<file path="src/rtl/uart_tx_arbiter.sv">
// Round-robin arbiter sharing one UART transmitter core between NUM_REQ byte streams.
// A grant is held for a whole packet, or until MAX_PKT bytes have gone out.
module uart_tx_arbiter #(
  parameter int unsigned NUM_REQ = 4,
  parameter int unsigned DATA_W  = 8,
  parameter int unsigned MAX_PKT = 16
) (
  input  logic                      tx_clk,
  input  logic                      reset_n,
  input  logic [NUM_REQ-1:0]        req_valid,
  input  logic [NUM_REQ*DATA_W-1:0] req_data,
  input  logic [NUM_REQ-1:0]        req_last,
  output logic [NUM_REQ-1:0]        req_ready,
  output logic                      core_valid,
  output logic [DATA_W-1:0]         core_data,
  input  logic                      core_ready,
  input  logic                      core_done,
  output logic [NUM_REQ-1:0]        grant,
  output logic                      busy,
  output logic [NUM_REQ-1:0]        pkt_done
);

  localparam int unsigned IDX_W = (NUM_REQ > 1) ? $clog2(NUM_REQ) : 1;

  typedef enum logic [1:0] {
    IDLE,
    ISSUE,
    WAIT_DONE
  } state_t;

  state_t             state;
  logic [IDX_W-1:0]   last_gnt;
  logic [IDX_W-1:0]   gnt_idx;
  logic [IDX_W-1:0]   arb_idx;
  logic [IDX_W-1:0]   cand;
  logic               arb_found;
  logic [7:0]         byte_cnt;
  logic               last_r;
  logic [DATA_W-1:0]  sel_data;
  logic               sel_valid;
  logic               sel_last;

  // First valid requester after last_gnt, wrapping modulo NUM_REQ.
  always_comb begin
    arb_idx   = '0;
    arb_found = 1'b0;
    cand      = '0;
    for (int unsigned k = 1; k <= NUM_REQ; k++) begin
      cand = IDX_W'((32'(last_gnt) + k) % NUM_REQ);
      if (!arb_found && req_valid[cand]) begin
        arb_idx   = cand;
        arb_found = 1'b1;
      end
    end
  end

  always_comb begin
    sel_data  = '0;
    sel_valid = 1'b0;
    sel_last  = 1'b0;
    for (int unsigned i = 0; i < NUM_REQ; i++) begin
      if (grant[i]) begin
        sel_data  = req_data[i*DATA_W +: DATA_W];
        sel_valid = req_valid[i];
        sel_last  = req_last[i];
      end
    end
  end

  assign core_valid = (state == ISSUE) && sel_valid;
  assign core_data  = (state == ISSUE) ? sel_data : '0;
  assign req_ready  = ((state == ISSUE) && core_ready) ? grant : '0;
  assign busy       = (state != IDLE);

  always_ff @(posedge tx_clk or negedge reset_n) begin
    if (!reset_n) begin
      state    <= IDLE;
      grant    <= '0;
      gnt_idx  <= '0;
      last_gnt <= IDX_W'(NUM_REQ - 1);
      byte_cnt <= '0;
      last_r   <= 1'b0;
      pkt_done <= '0;
    end else begin
      pkt_done <= '0;
      case (state)
        IDLE: begin
          if (|req_valid) begin
            grant    <= NUM_REQ'(1) << arb_idx;
            gnt_idx  <= arb_idx;
            byte_cnt <= '0;
            state    <= ISSUE;
          end
        end
        ISSUE: begin
          if (sel_valid && core_ready) begin
            last_r   <= sel_last;
            byte_cnt <= byte_cnt + 8'd1;
            state    <= WAIT_DONE;
          end
        end
        WAIT_DONE: begin
          if (core_done) begin
            if (last_r) begin
              pkt_done <= grant;
              last_gnt <= gnt_idx;
              grant    <= '0;
              state    <= IDLE;
            end else if (byte_cnt == 8'(MAX_PKT)) begin
              // Forced release mid-packet: the owner re-arbitrates for the rest.
              last_gnt <= gnt_idx;
              grant    <= '0;
              state    <= IDLE;
            end else begin
              state <= ISSUE;
            end
          end
        end
        default: begin
          grant <= '0;
          state <= IDLE;
        end
      endcase
    end
  end

endmodule

</file>
<file path="config.mk">
export PLATFORM = sky130hd
export DESIGN_NAME = uart_tx_arbiter
export DESIGN_NICKNAME = d
export VERILOG_FILES = /design/src/rtl/uart_tx_arbiter.sv
export SDC_FILE = /design/constraint.sdc
export NUM_CORES = 1
export LEC_CHECK = 0
export CAP_MARGIN = 20
export CORE_AREA = 2 2 64 66
export CTS_CLUSTER_SIZE = 14
export DETAILED_ROUTE_END_ITERATION = 8
export DIE_AREA = 0 0 66 68
export GPL_TIMING_DRIVEN = 0
export PLACE_DENSITY = 0.82
export SLEW_MARGIN = 0
export SYNTH_ARGS = -nofsm -noshare
export SYNTH_HDL_FRONTEND = slang
export SYNTH_SLANG_ARGS = --single-unit
</file>
<file path="constraint.sdc">
create_clock -name tx_clk -period 2.2 [get_ports tx_clk]
set_input_delay 0.44 -clock tx_clk [delete_from_list [all_inputs] [get_ports tx_clk]]
set_output_delay 0.44 -clock tx_clk [all_outputs]
set_load 0.01 [all_outputs]
</file>
==> results.md <==
Yosys:
- The largest total area in the synthesized netlist belongs to sky130_fd_sc_hd__dfrtp_1.
- The leading cell type by number of instances after synthesis is sky130_fd_sc_hd__dfrtp_1.
- Of the post-synthesis cell area, the dominant cell type holds 0.3339.
- The synthesized netlist contains 48 unique library cells.
- In the synthesized netlist, the number of instances is 170.
- The number of enable flip-flop cells after synthesis is 0.
- For this run, the number of Yosys warnings is 0.
- The share of synthesized registers carrying an async set or reset is 1.000.
- In the synthesized netlist the dominant register cell turns out to be sky130_fd_sc_hd__dfrtp_1.
- The proportion of synthesized chip area in sequential cells is 0.3672.
- Sorting the synthesized cells by how often they occur yields 21 x sky130_fd_sc_hd__dfrtp_1, 14 x sky130_fd_sc_hd__nor2b_1, 13 x sky130_fd_sc_hd__o31ai_1.
- The average size of a mapped cell is 9.259 µm².
- Synthesis produced a netlist with a net count of 216.
- By area the synthesized netlist is led by sky130_fd_sc_hd__dfrtp_1 33%, sky130_fd_sc_hd__o31ai_1 6.2%, sky130_fd_sc_hd__nor2b_1 5.6%.
- The number of register bits inferred by synthesis is 23.
- The cell area after synthesis is 0.001574 mm².

Clocking:
- TritonCTS built the clock tree.
- In this run the number of H-tree levels came out at 1.
- The number of buffers between clock root and the deepest sink is 2.
- After clock tree synthesis, the flow added hold-fix buffers numbering 0.
- The number of buffers created by CTS is 3.
- The clock transition at the registers of the reported paths is 0.08 ns.
- The total clock sinks is 23.
- Clock latency on the worst-skew pair, taken at its later pin, is 0.27 ns.
- CTS placed an instance of sky130_fd_sc_hd__clkbuf_8 at the clock tree root.

Power:
- The peak supply drop is 0.5033 mV.
- For this design the static power due to leakage is 1.055 nW.
- The post-route total power is 2.883 mW.
- The ratio of total power to cell area is 1137 mW/mm².

Placed design:
- The post-detailed-placement half-perimeter wirelength is 3430 µm.
- The placed standard-cell area is 0.002287 mm².
- The post-placement cell count is 285.
- In this run the tool buffered the top-level ports with 65 buffer cells.
- The global placement routability congestion is 0.7966.

Timing:
- The worst relative slew slack is 0.5281.
- The final number of setup-violating endpoints is 0.
- Setup repair after global routing could not meet its margin everywhere.
- For the final database, setup skew stands at 0.007238 ns.
- For the final routed database, the setup TNS stands at 0 ns.
- The final-report max-slew violation count is 0.
- The post-route fraction of the period consumed by the critical path is 0.9914.
- Timing would allow up to 458.5 MHz.
- The final number of hold-violating endpoints is 0.
- For the pin with the worst max-slew slack, the measured transition is 0.7053 ns.
- The post-layout minimum cycle time is 2.181 ns.

Floorplan:
- The die height is 68 µm.
- The die area is 0.004488 mm².
- The region available for standard cell placement spans 0.003856 mm².
- The floorplan step set the die width to 66 µm.
- The number of I/O pins is 66.
- The initial utilization of the core area, before any placement, comes to 0.4082.
- The site row count is 23.

Worst setup path:
- In this run the worst path has a maximum fanout of 9.
- The signal arrival time at the worst endpoint is 1.74 ns.
- The worst setup path is launched from a flop.
- Data on the critical path is required at its endpoint by 1.76 ns.
- The type of destination of the critical path is an output port.
- The setup path with the least slack is of type reg2out.

Detailed routing:
- The average routed wire per standard cell is 16.18 µm.
- The total number of vias is 1691.
- Using the TritonRoute via totals, the vias-per-cell ratio works out to 5.581.
- The number of design rule violations left after detail routing is 0.
- The first routing iteration left 64 violations.
- The first detailed-routing pass took 5 iterations.
- Wires add up to 4903 µm.
- The residual antenna-violating net count after detailed routing is 0.

Finish:
- The layout has 331 filler cells.
- The repair_antennas step left the layout with diodes totalling 0.
- In the final layout, the share of cells above drive strength 1 is 0.2451.
- Excluding fillers, the count of instances in the completed layout stands at 303.
- The post-route cell area is 0.002536 mm².
- The utilization of the core after routing is 0.6577.
- The area growth from synthesis to layout is 61.13%.
- The net count of the finished layout is 300.

GRT:
- The leftover overflow at the end of global routing is 0.
- The via count of the first global-routing pass is 1548.
- The initial antenna violation count is 0.
- The wire length of the first global-routing pass is 7507 µm.
- Across every metal layer, demand over resource in global routing totals 0.2151.
- Entering global routing, the biggest net connects 24 pins.

Run:
- The number of maximum-capacitance violations is 0.

Run status:
- The run finished with clean final reports.

Worst hold path:
- The classification of the worst-slack hold path is in2async.
## sequential cells by signal, summed over array words and instances, names as in the netlist
name and flops:
byte_cnt 8, grant 4, pkt_done 4, gnt_idx 2
last_gnt 2, state 2, last_r 1
## path summary, 6_finish.rpt
path	start	end	slack [ns]	cells past startpoint
setup / recovery	grant[1]	core_data[6]	0.02	5
hold reg to reg	gnt_idx[0]	last_gnt[0]	0.51	1
setup reg to reg	byte_cnt[0]	last_gnt[1]	0.25	6
min in group tx_clk	gnt_idx[0]	last_gnt[0]	0.51	1
max in group asynchronous	reset_n	last_gnt[0]	1.23	2
hold / removal	reset_n	byte_cnt[0]	0.46	1
## worst max-delay path, stage by stage (launching register included)
cell and delay [ns]:
sky130_fd_sc_hd__dfrtp_2 0.46, sky130_fd_sc_hd__nor2b_1 0.14, sky130_fd_sc_hd__clkbuf_4 0.26, sky130_fd_sc_hd__a221oi_2 0.09, sky130_fd_sc_hd__o31ai_1 0.22, sky130_fd_sc_hd__dlygate4sd2_1 0.30
## metal layers
layer	track usage	vias up	part of all wire
met4	0.03571	0	0.0098
met5	0	-	0
met2	0.3624	52	0.53
li1	-	803	-
met3	0.04112	11	0.041
met1	0.2935	825	0.41
## layout make-up
cell class                      instances  area [µm²]  share of cell area
Tap cell                               50       62.56             0.02467
Clock buffer                            4       45.04             0.01776
Buffer                                  8       66.31             0.02615
Inverter                                6       22.52            0.008880
Multi-Input combinational cell        131        1002              0.3952
Sequential cell                        23       581.8              0.2294
Timing Repair Buffer                   81       755.7              0.2980
## power breakdown
| part | switching (mW) | internal [mW] | total, mW |
|---|---|---|---|
| clock | 0.132 | 0.129 | 0.261 |
| sequential | 0.113 | 0.535 | 0.648 |
| combinational | 0.956 | 1.02 | 1.98 |
| total | 1.20 | 1.68 | 2.88 |
## metrics by stage
stage,hold slack [ns],setup slack [ns]
2_1_floorplan,0.1444,0.2924
3_3_place_gp,0.4660,-0.6912
3_5_place_dp,0.5013,-0.6931
4_1_cts,0.5167,-0.0005930
5_1_grt,0.4857,-0.05268
6_report,0.4601,0.01891
## placed cells by master (no fill, tap or decap), types with 4 or more instances in the layout
master / netlist / final
sky130_fd_sc_hd__inv_1: 6 / 6
sky130_fd_sc_hd__clkbuf_2: 0 / 5
sky130_fd_sc_hd__a221oi_2: 0 / 6
sky130_fd_sc_hd__or2_2: 4 / 4
sky130_fd_sc_hd__and2_1: 9 / 9
sky130_fd_sc_hd__clkdlybuf4s50_1: 0 / 47
sky130_fd_sc_hd__dfrtp_1: 21 / 18
sky130_fd_sc_hd__a21oi_1: 8 / 8
sky130_fd_sc_hd__o21ai_0: 7 / 7
sky130_fd_sc_hd__nand3_1: 8 / 8
sky130_fd_sc_hd__o31ai_1: 13 / 11
sky130_fd_sc_hd__nand2_1: 10 / 10
sky130_fd_sc_hd__buf_4: 1 / 15
sky130_fd_sc_hd__dlygate4sd2_1: 0 / 11
sky130_fd_sc_hd__nor2b_1: 14 / 14
## cells by family after synthesis
kind of cell,Yosys count,share of synthesized area
multiplexers,4,0.03497
flip-flops,23,0.3672
buffers and inverters,16,0.04611
adder cells (fa/ha/maj),2,0.01590
AO/OA/AOI/OAI,52,0.2433
AND/OR/NAND/NOR,73,0.2925
## repair_timing
action	CTS	global route
pin swaps	3	2
endpoints found under the setup margin	13	11
setup buffers	6	9
gates resized for setup	39	22
Power figures use the tool's default switching activity.
